===== src/rtl/reg_bank.sv =====
// reg_bank: NCH channels of WIDTH bits that can hold, masked parallel-load,
// shift as a channel chain (sin -> ch0 -> ... -> ch[NCH-1]) or rotate, plus a
// saturating counter of the cycles that modified the bank.
//
// Ports
//   clk      rising-edge clock
//   rst      asynchronous active-low reset (channels <= RST_VAL, count <= 0)
//   clr      synchronous clear, overrides mode
//   mode     00 hold, 01 load, 10 shift, 11 rotate
//   ld_en    per-channel load enable (mode 01 only)
//   d        parallel data, channel k = d[k*WIDTH +: WIDTH]
//   sin      serial input to channel 0 in shift mode
//   q        registered channel contents, same packing as d
//   sout     channel NCH-1 contents
//   upd_cnt  saturating count of update cycles
module reg_bank #(
   parameter int unsigned      WIDTH   = 8,
   parameter int unsigned      NCH     = 2,
   parameter int unsigned      CNT_W   = 8,
   parameter logic [WIDTH-1:0] RST_VAL = '0
) (
   input  logic                   clk,
   input  logic                   rst,
   input  logic                   clr,
   input  logic [1:0]             mode,
   input  logic [NCH-1:0]         ld_en,
   input  logic [NCH*WIDTH-1:0]   d,
   input  logic [WIDTH-1:0]       sin,
   output logic [NCH*WIDTH-1:0]   q,
   output logic [WIDTH-1:0]       sout,
   output logic [CNT_W-1:0]       upd_cnt
);

   localparam logic [1:0]       MODE_HOLD  = 2'b00;
   localparam logic [1:0]       MODE_LOAD  = 2'b01;
   localparam logic [1:0]       MODE_SHIFT = 2'b10;
   localparam logic [1:0]       MODE_ROT   = 2'b11;
   localparam logic [CNT_W-1:0] CNT_MAX    = '1;

   logic [NCH-1:0][WIDTH-1:0] r_ch;
   logic [NCH-1:0][WIDTH-1:0] w_nxt;
   logic [CNT_W-1:0]          r_cnt;
   logic                      w_upd;

   // Per-channel next value; w_prev is the upstream neighbour in the chain.
   for (genvar k = 0; k < NCH; k++) begin : g_ch
      logic [WIDTH-1:0] w_prev;

      if (k == 0) begin : g_head
         // Head of the chain takes sin when shifting, the tail when rotating.
         assign w_prev = (mode == MODE_ROT) ? r_ch[NCH-1] : sin;
      end else begin : g_tail
         assign w_prev = r_ch[k-1];
      end

      assign w_nxt[k] = ((mode == MODE_LOAD) && ld_en[k]) ? d[k*WIDTH +: WIDTH] :
                        ((mode == MODE_SHIFT) || (mode == MODE_ROT)) ? w_prev :
                        r_ch[k];
   end

   // A cycle counts when it is an update, whether or not any value changes.
   assign w_upd = ((mode == MODE_LOAD) && (|ld_en)) ||
                  (mode == MODE_SHIFT) || (mode == MODE_ROT);

   // Channel storage.
   always_ff @(posedge clk or negedge rst) begin
      if (!rst) begin
         r_ch <= {NCH{RST_VAL}};
      end else if (clr) begin
         r_ch <= {NCH{RST_VAL}};
      end else if (mode != MODE_HOLD) begin
         r_ch <= w_nxt;
      end
   end

   // Saturating update counter.
   always_ff @(posedge clk or negedge rst) begin
      if (!rst) begin
         r_cnt <= '0;
      end else if (clr) begin
         r_cnt <= '0;
      end else if (w_upd && (r_cnt != CNT_MAX)) begin
         r_cnt <= r_cnt + CNT_W'(1);
      end
   end

   assign q       = r_ch;
   assign sout    = r_ch[NCH-1];
   assign upd_cnt = r_cnt;

endmodule

===== config.mk =====
export PLATFORM = sky130hd
export DESIGN_NAME = reg_bank
export DESIGN_NICKNAME = d
export VERILOG_FILES = /design/src/rtl/reg_bank.sv
export SDC_FILE = /design/constraint.sdc
export NUM_CORES = 1
export LEC_CHECK = 0
export CAP_MARGIN = 5
export CORE_MARGIN = 2
export CORE_UTILIZATION = 42
export DETAILED_ROUTE_END_ITERATION = 10
export HOLD_SLACK_MARGIN = 0.1
export PLACE_DENSITY = 0.78
export SLEW_MARGIN = 20
export SYNTH_ARGS = -nofsm -noshare
export SYNTH_HDL_FRONTEND = slang
export SYNTH_SLANG_ARGS = --single-unit

===== constraint.sdc =====
create_clock -name clk -period 2 [get_ports clk]
set_input_delay 0.6 -clock clk [delete_from_list [all_inputs] [get_ports clk]]
set_output_delay 0.6 -clock clk [all_outputs]
set_load 0.02 [all_outputs]

== Word-level counts from Yosys, hierarchy flattened ==
Index checks and enable logic that the tools add are counted.

* $add $sub $neg: 1
* $mul: 0
* Divide/modulo/power cells: 0
* Magnitude comparators: 0
* Eq/ne operators: 4
* Shift operators: 0
* Muxes and demuxes: 9
* Bitwise gates (word level): 0
* Reduce and logical (&&, ||, !) cells: 15

{| class="wikitable"
|+ Operators by type and width
! operator !! count
|-
| 2-to-1 mux 8 bit || 7
|-
| 2-to-1 mux 16 bit || 2
|-
| adder 8 x 1 -> 8 bit, second input constant || 1
|-
| inequality test 8 bit, second input constant || 1
|-
| nonzero test 2 bit || 3
|-
| nonzero test 3 bit || 2
|-
| equality test 2 bit, second input constant || 2
|-
| logical AND 1 bit || 4
|-
| AND reduction 2 bit || 2
|-
| logical OR 1 bit || 3
|-
| equality test 2 x 1 -> 1 bit, second input constant || 1
|-
| OR reduction 2 bit || 1
|}

* Flip-flop bits (word level): 24
* Bits in latches: 0
* RAM bits: 0
* Memory bits (read-only): 0
* Input bits: 31
* Output and inout port bits: 32
* Word-level logic and storage cells: 32
* Memories: 0

== Depth between registers and ports, before layout ==
Gate-level depths: netlist of run 1.

* Depth in word-level cells: 7
* Depth in mapped cells: 6
* Gate-level depth less buffers: 5

== Worst setup path after synthesis of run 1 ==
No wires, ideal clock.

* Path type: input-to-reg
* Start: in clr
* End: reg r_ch, in the netlist g_ch[1].w_prev[5]
* Library setup time: 0.118 ns
* Arrival time: 1.529 ns
* Data required time: 1.882 ns
* Setup slack: 0.353 ns
* Stages: 6
* Buffers on the path: 2
* Path through: or2_1 buf_2 a21oi_4 buf_4 a2111oi_2 a21o_1

* Word-level cells in the longest chain between the ends: 2
* Elaborated cells on any way between the ends: 4
* Those cells by class: mux: 1; reduce/logical: 3

{| class="wikitable"
|+ RTL lines
! what !! line !! source
|-
| from (decl) || 24 || <nowiki>input logic clr,</nowiki>
|-
| nonzero test 3 bit (no line) or nonzero test 2 bit (tied branches) || - ||
|-
| AND reduction 2 bit (no line) || - ||
|-
| to (signal assigned) || 68 || <nowiki>r_ch <= {NCH{RST_VAL}};</nowiki>
|-
| to (signal assigned) || 70 || <nowiki>r_ch <= {NCH{RST_VAL}};</nowiki>
|-
| to (signal assigned) || 72 || <nowiki>r_ch <= w_nxt;</nowiki>
|-
| to (decl) || 40 || <nowiki>logic [NCH-1:0][WIDTH-1:0] r_ch;</nowiki>
|}

Parallel ways exist; a longest one is shown, timed or not.
A chain may end at the register's enable or synchronous reset.

== Final worst setup path of run 1 ==
* Start: reg r_ch, in the netlist sout[4]
* End: out sout[4]

{| class="wikitable"
|+ RTL lines
! what !! line !! source
|-
| to (decl) || 30 || <nowiki>output logic [WIDTH-1:0] sout,</nowiki>
|}

No word-level cell between the ends.

==> results.cfg, run 1 <==
[outcome]
status = finished clean

[synth]
synth_top_cell_by_area = dfrtp_1
yosysMostFrequentCell = dfrtp_1
synth_area_leaders = dfrtp_1 42%, mux2i_1 5.6%, buf_4 4.7%
ys.warnings.count = 0
synth.distinct_cells = 35
syn-num-nets = 176
synth_top_area_share_pct = 42.1
ys_ff_latch = 24
synth_seq_area_share_pct = 42.1
ys.flop_type = dfrtp_1
synth_cells = 144
synth-edff-count = 0
yosys-top-cells-count = 24 x dfrtp_1, 16 x nand2_1, 12 x nor2_1, 11 x o21ai_0, 9 x buf_4
syn-cell-area_mm2 = 0.00143
avgSynthCellArea_um2 = 9.90
synthArstFlopShare_pct = 100

[setup_path]
cp_top_family = buffers and inverters
path_depth = 1
r2r_end = upd_cnt[3]$_DFFE_PN0P_
startpoint = sout[4]$_DFFE_PN0P_
cp_max_fo = 4
slowest_stage = clkdlybuf4s50_1
end_kind = output port
crit_arrival_ps = 1370
slowest_delay_ps = 620
r2r_cells = 5
crit_chain = clkdlybuf4s50_1
cp-endpoint = sout[4]
r2r-start = upd_cnt[0]$_DFFE_PN0P_
critPathKind = reg2out
required_ps = 1400
cp_num_buf_inv = 1
r2r_slack_ps = 200
critPathLaunchType = register

[floorplan]
core_area_mm2 = 0.00328
die_h_um = 62.3
fp.dieW_um = 62.3
start_util_pct = 43.4
dieArea_mm2 = 0.00388
pin_count = 63
rows = 21

[clock_tree]
cts_htree_levels = 1
path_clk_slew_ps = 140
cts_buffers = 3
clock_latency_ps = 310
root_buffer = clkbuf_4
cts_sinks = 24
clk_path_buf_depth = 2
cts_tree = yes

[global_route]
grt_start_max_net_pins = 25
grt_usage_pct = 22.6
antenna_found_initial = 0
grt_pass1_wl_um = 7090
grt_pass1_vias = 1544
grt_overflow = 0

[pwr]
p_clk_share_pct = 18.0
power_mw = 1.19
seqPwrFrac_pct = 47.2
switching_share_pct = 31.4
p_leak_nw = 1.13
p_int_mw = 0.813
p_sw_mw = 0.373
ir_worst_vdd_mv = 0.327
combPwrFrac_pct = 34.8
power_density_mw_per_mm2 = 529

[sta]
worst_clock_skew_ps = 10.8
timing.fmax_ghz = 0.507
timing.final.crit_share_pct = 98.6
finalMaxSlewViolations = 0
min_period_ps = 1970
holdWs_ps = 532
max-slew-margin-rel_pct = 65.6
setup_viol = 0
tightest_slew_ps = 516
hold_violations = 0
fin_ws_ps = 29.0

[placed_design]
dp_hpwl_um = 3210
globalplace.congestion = 0.867
place_ws_ps = -279
numPortBuffers = 62
place_area_mm2 = 0.00220

[drt]
drtAntennaViolNets = 0
dr_total_vias = 1458
totalWireLength_um = 4280
drt_iter0_markers = 97
wl_per_cell_um = 16.5
via_per_inst = 5.61
drcViolationCount = 0
dr.pass1.iters = 4

[final_layout]
final_nets = 248
drive_gt1_share_pct = 15.4
antenna_cells_inserted = 0
area_delta_synth_final_pct = 57.2
fin_util_pct = 68.2
fill_cells = 260
stdcell_area_mm2 = 0.00224

[job]
cap_violations = 0

[worst_hold_path]
holdCritPathClass = reg2reg
[state kept, by name, indices dropped and copies added (netlist names)]
name	flops
g_ch.w_prev	8
sout	8
upd_cnt	8
[worst min path at each step]
stage	startpoint	to	slack (ps)	cells after the start
2_1_floorplan	rst	g_ch[1].w_prev[0]$_DFFE_PN0P_	300	0
3_3_place_gp	g_ch[1].w_prev[1]$_DFFE_PN0P_	g_ch[1].w_prev[1]$_DFFE_PN0P_	490	1
3_5_place_dp	g_ch[1].w_prev[1]$_DFFE_PN0P_	g_ch[1].w_prev[1]$_DFFE_PN0P_	500	1
4_1_cts	g_ch[1].w_prev[1]$_DFFE_PN0P_	g_ch[1].w_prev[1]$_DFFE_PN0P_	530	1
5_1_grt	g_ch[1].w_prev[2]$_DFFE_PN0P_	g_ch[1].w_prev[2]$_DFFE_PN0P_	560	1
6_report	g_ch[1].w_prev[2]$_DFFE_PN0P_	g_ch[1].w_prev[2]$_DFFE_PN0P_	530	1
[power by group through the flow]
| stage | Sequential, mW | Clock [mW] | Combinational (mW) |
|---|---|---|---|
| after floorplan | 0.606 | 0 | 0.150 |
| after global placement | 0.565 | 0 | 0.408 |
| after detailed placement | 0.569 | 0 | 0.417 |
| after CTS | 0.559 | 0.220 | 0.417 |
| after global routing | 0.566 | 0.242 | 0.439 |
| final | 0.559 | 0.214 | 0.412 |
[repair_timing]
item,4_1_cts,5_1_grt
endpoints found under the setup margin,4,11
hold buffers,0,0
gates resized for setup,4,9
setup buffers,0,0
[cell usage in the layout (no fill, tap or decap), types with 4 or more instances in the layout]
cell type / synthesis / routed
o21ai_0: 11 / 11
a21o_1: 8 / 8
clkdlybuf4s50_1: 0 / 49
nand2_1: 16 / 16
dlymetal6s2s_1: 0 / 9
buf_12: 0 / 4
a2111oi_1: 6 / 6
buf_4: 9 / 17
dlygate4sd2_1: 0 / 4
mux2i_1: 8 / 8
nor2_1: 12 / 12
o22ai_1: 8 / 8
dfrtp_1: 24 / 24
[cells by family (layout without fill, tap and decap cells)]
| logic type | count (synthesis) | count (layout) | synth area share, % |
|---|---|---|---|
| flops | 24 | 24 | 42.1 |
| mux | 9 | 9 | 6.41 |
| buf+inv | 17 | 87 | 8.08 |
| fa+ha+maj | 1 | 1 | 0.878 |
| compound gates | 45 | 45 | 26.3 |
| simple gates | 48 | 48 | 16.2 |
[metal layers]
layer / vias up / GRT usage [%] / wire (um)
met3: 8 / 5.43 / 299
met4: 0 / 7.78 / 34
met2: 74 / 41.0 / 2190
met1: 704 / 25.8 / 1750
met5: - / 0 / 0
li1: 672 / - / -
[metrics by stage]
| step | instances | setup TNS, ps |
|---|---|---|
| 2_1_floorplan | 144 | 0 |
| 3_3_place_gp | 257 | -2340 |
| 3_5_place_dp | 257 | -3660 |
| 4_1_cts | 260 | 0 |
| 5_1_grt | 260 | -100 |
| 6_report | 260 | 0 |
[layout make-up]
cell class | instances | area, um2 | share of cell area, %
Timing Repair Buffer | 83 | 846 | 37.8
Multi-Input combinational cell | 103 | 709 | 31.7
Sequential cell | 24 | 601 | 26.8
Tap cell | 46 | 57.6 | 2.57
Clock buffer | 3 | 22.5 | 1.01
Inverter | 1 | 3.75 | 0.168
Power figures use the tool's default switching activity.
==> run 2: changes to the inputs <==
Settings changed: RECOVER_POWER set to 100.
==> results.cfg, run 2 (same netlist as run 1, synthesis figures left out) <==
[outcome]
status = finished clean

[final_layout]
area_delta_synth_final_pct = 52.2
stdcell_area_mm2 = 0.00217
final_common_cell = clkdlybuf4s50_1
final_nets = 248
drive_gt1_share_pct = 15.0
mostFrequentLayoutCells = 48 x clkdlybuf4s50_1, 24 x dfrtp_1, 16 x nand2_1
antenna_cells_inserted = 0
fin_util_pct = 66.0

[floorplan]
start_util_pct = 43.4
pin_count = 63
die_h_um = 62.3
core_area_mm2 = 0.00328
rows = 21
dieArea_mm2 = 0.00388
fp.dieW_um = 62.3

[global_route]
grt_start_max_net_pins = 25
grt_usage_pct = 22.6
grt_pass1_wl_um = 7090
grt_overflow = 0
antenna_found_initial = 0
grt_pass1_vias = 1544

[sta]
holdWs_ps = 531
timing.fmax_ghz = 0.508
finalMaxSlewViolations = 0
worst_clock_skew_ps = 12.5
hold_violations = 0
setup_viol = 0
fin_ws_ps = 31.8
min_period_ps = 1970
tightest_slew_ps = 612
max-slew-margin-rel_pct = 59.2
timing.final.crit_share_pct = 98.4

[pwr]
p_leak_nw = 1.00
ir_worst_vdd_mv = 0.309
p_sw_mw = 0.371
p_int_mw = 0.798
power_density_mw_per_mm2 = 539
seqPwrFrac_pct = 47.8
combPwrFrac_pct = 33.9
p_clk_share_pct = 18.2
switching_share_pct = 31.7

[clock_tree]
root_buffer = clkbuf_4
cts_htree_levels = 1
path_clk_slew_ps = 140
cts_sinks = 24
cts_hold_buffers = 0
clock_latency_ps = 310
cts_setup_buffers = 0
cts_tree = yes
clk_path_buf_depth = 2
cts_buffers = 3

[setup_path]
slowest_stage = clkdlybuf4s50_1
critPathLaunchType = register
cp_max_fo = 4
required_ps = 1400
cp_top_family = buffers and inverters
critPathKind = reg2out
end_kind = output port
crit_chain = clkdlybuf4s50_1
crit_arrival_ps = 1370
slowest_delay_ps = 620
cp_num_buf_inv = 1

[placed_design]
numPortBuffers = 62
place_ws_ps = -279
dp_hpwl_um = 3210
place_area_mm2 = 0.00220
globalplace.congestion = 0.867

[drt]
drcViolationCount = 0
drtAntennaViolNets = 0
dr.pass1.iters = 4
wl_per_cell_um = 16.3
dr_total_vias = 1461
totalWireLength_um = 4240
drt_iter0_markers = 111
via_per_inst = 5.62

[job]
cap_violations = 0

[worst_hold_path]
holdCritPathClass = reg2reg
-- run 2: cell types whose count changed in the layout (fill, tap and decap cells not counted), sizes merged --
| cell | before | now |
|---|---|---|
| dlygate4sd3 | 0 | 1 |
| dlymetal6s2s | 9 | 2 |
| buf | 21 | 18 |
| clkdlybuf4s50 | 49 | 48 |
| clkbuf | 3 | 13 |
-- run 2: layer usage --
metal	vias up	track usage, %	part of all wire, %
met3	4	5.43	7.2
met5	-	0	0
met4	0	7.78	0.57
met2	69	41.0	52
li1	674	-	-
met1	714	25.8	40
-- run 2: power groups by stage --
| stage | sequential (mW) | combinational (mW) | clock [mW] |
|---|---|---|---|
| after floorplan | 0.606 | 0.150 | 0 |
| after global placement | 0.565 | 0.408 | 0 |
| after detailed placement | 0.569 | 0.417 | 0 |
| after CTS | 0.559 | 0.417 | 0.220 |
| after global routing | 0.566 | 0.424 | 0.242 |
| final | 0.559 | 0.397 | 0.213 |
-- run 2: area by class of cell --
type	instances	area, um2
well taps	46	57.6
multi-input cells	103	706
repair buffers	83	778
clock buffers	3	22.5
flip-flops and latches	24	601
fillers	279	1120
inverters	1	3.75
-- run 2: final timing paths --
kind                                                 endpoint  slack, ps  depth (start not counted)                     startpoint
worst max-delay path                                  sout[4]         30                          1            sout[4]$_DFFE_PN0P_
max in group asynchronous       g_ch[1].w_prev[6]$_DFFE_PN0P_        780                          2                            rst
min in group asynchronous                 sout[7]$_DFFE_PN0P_        800                          2                            rst
worst min-delay path            g_ch[1].w_prev[2]$_DFFE_PN0P_        530                          1  g_ch[1].w_prev[2]$_DFFE_PN0P_
worst max register to register         upd_cnt[0]$_DFFE_PN0P_        200                          6         upd_cnt[0]$_DFFE_PN0P_
worst min register to register  g_ch[1].w_prev[2]$_DFFE_PN0P_        530                          1  g_ch[1].w_prev[2]$_DFFE_PN0P_
-- run 2: repair_timing --
action,in CTS,in global routing
cloned,0,0
setup endpoints to repair,4,11
gates resized for setup,4,9
pin swaps,0,0
-- run 2: metrics by stage --
stage                     power [mW]  instances  TNS (ps)
after floorplan                0.756        144         0
after global placement         0.973        257     -2340
after detailed placement       0.986        257     -3660
after CTS                       1.20        260         0
after global routing            1.23        260      -105
final                           1.17        260         0
==> run 3: changes to the inputs <==
Settings changed: CORE_UTILIZATION 42 to 43, CTS_BUF_LIST set to sky130_fd_sc_hd__clkbuf_4, PLACE_DENSITY 0.78 to 0.8.
==> results.cfg, run 3 (same netlist as run 1, synthesis figures left out) <==
[job]
cap_violations = 0

[clock_tree]
cts_sinks = 24
path_clk_slew_ps = 130
cts_buffers = 3
clock_latency_ps = 320
cts_tree = yes
root_buffer = clkbuf_4
clk_path_buf_depth = 2
cts_hold_buffers = 0
cts_htree_levels = 1

[setup_path]
cp_top_family = buffers and inverters
slowest_delay_ps = 640
crit_arrival_ps = 1360
critPathLaunchType = register
required_ps = 1400
slowest_stage = clkdlybuf4s50_1
critPathKind = reg2out
cp_max_fo = 3
crit_chain = clkdlybuf4s50_1
end_kind = output port
cp_num_buf_inv = 1

[drt]
totalWireLength_um = 4270
dr.pass1.iters = 4
drt_iter0_markers = 83
drcViolationCount = 0
wl_per_cell_um = 16.4
via_per_inst = 5.52
drtAntennaViolNets = 0
dr_total_vias = 1442

[final_layout]
fin_util_pct = 67.1
final_nets = 250
area_delta_synth_final_pct = 46.1
fill_cells = 295
multiInputGateArea_um2 = 697
antenna_cells_inserted = 0
drive_gt1_share_pct = 15.7
mostFrequentLayoutCells = 37 x clkdlybuf4s50_1, 24 x dfrtp_1, 20 x buf_4
regArea_um2 = 601
instances_no_fill = 261
final_common_cell = clkdlybuf4s50_1

[global_route]
grt_overflow = 0
grt_usage_pct = 23.5
use_met2_pct = 41.2
grt_pass1_vias = 1423
antenna_found_initial = 0
grt_use_met1_pct = 29.9
grt-busiest-layer = met2
grt_pass1_wl_um = 6570
use_met3_pct = 3.15
grt_start_max_net_pins = 25

[pwr]
ir_worst_vdd_mv = 0.320
power_density_mw_per_mm2 = 551
power_mw = 1.15
p_leak_nw = 0.986

[worst_hold_path]
holdCritPathClass = reg2reg

[sta]
holdWs_ps = 523
min_period_ps = 1960
rsz0062_at_grt = no
setup_viol = 0
hold_violations = 0
worst_clock_skew_ps = 4.37
max-slew-margin-rel_pct = 60.8
finalMaxSlewViolations = 0
timing.fmax_ghz = 0.510
timing.final.crit_share_pct = 98.0
tightest_slew_ps = 588

[placed_design]
numPortBuffers = 62
dp_cells = 257
dp_hpwl_um = 3200
globalplace.congestion = 0.799

[floorplan]
rows = 20
core_area_mm2 = 0.00310
pin_count = 63
fp.dieW_um = 61.6
die_h_um = 61.6
dieArea_mm2 = 0.00379
start_util_pct = 45.9

[outcome]
status = finished clean
run 3: cell count changes in the layout (fill, tap and decap cells not counted), moves of 2 or more:
cell             before  now
clkbuf_1              8   16
buf_12                4    1
buf_4                14   20
a2111oi_2             2    0
clkdlybuf4s50_1      48   37
run 3: routing by layer:
| layer | share of wire, % | vias to the layer above |
|---|---|---|
| met2 | 50 | 59 |
| met5 | 0 | - |
| li1 | - | 671 |
| met4 | 0.73 | 0 |
| met3 | 6.8 | 4 |
| met1 | 42 | 708 |
run 3: power breakdown:
| group | switching [mW] | internal (mW) |
|---|---|---|
| Clock | 0.151 | 0.0731 |
| Combinational | 0.186 | 0.179 |
| Sequential | 0.0365 | 0.521 |
run 3: path summary, 6_finish.rpt:
path	to	depth (start not counted)	from	slack [ps]
max	q[5]	1	g_ch[1].w_prev[5]$_DFFE_PN0P_	40
min	g_ch[1].w_prev[2]$_DFFE_PN0P_	1	g_ch[1].w_prev[2]$_DFFE_PN0P_	520
max reg2reg	upd_cnt[0]$_DFFE_PN0P_	6	upd_cnt[0]$_DFFE_PN0P_	220
min reg2reg	g_ch[1].w_prev[2]$_DFFE_PN0P_	1	g_ch[1].w_prev[2]$_DFFE_PN0P_	520
max in group asynchronous	g_ch[1].w_prev[7]$_DFFE_PN0P_	2	rst	820
min in group asynchronous	sout[3]$_DFFE_PN0P_	2	rst	790
run 3: final cells by class:
type / instances / area share [%]
clock inverters: 1 / 0.180
multi-input cells: 103 / 33.5
flip-flops and latches: 24 / 28.8
clock buffers: 3 / 1.08
well taps: 44 / 2.64
repair buffers: 85 / 33.6
inverters: 1 / 0.180
run 3: timing repair:
| action | in CTS | in global routing |
|---|---|---|
| buffers inserted | 0 | 0 |
| setup endpoints to repair | 5 | 19 |
| pin swaps | 0 | 0 |
| resized for setup | 5 | 19 |
run 3: per-stage QoR:
stage	cell area, um2	TNS (ps)	setup WS (ps)
3_3_place_gp	2170	-2980	-234
4_1_cts	2190	0	1.13
2_1_floorplan	1430	0	353
6_report	2080	0	40.0
5_1_grt	2080	0	4.72
3_5_place_dp	2170	-3970	-281
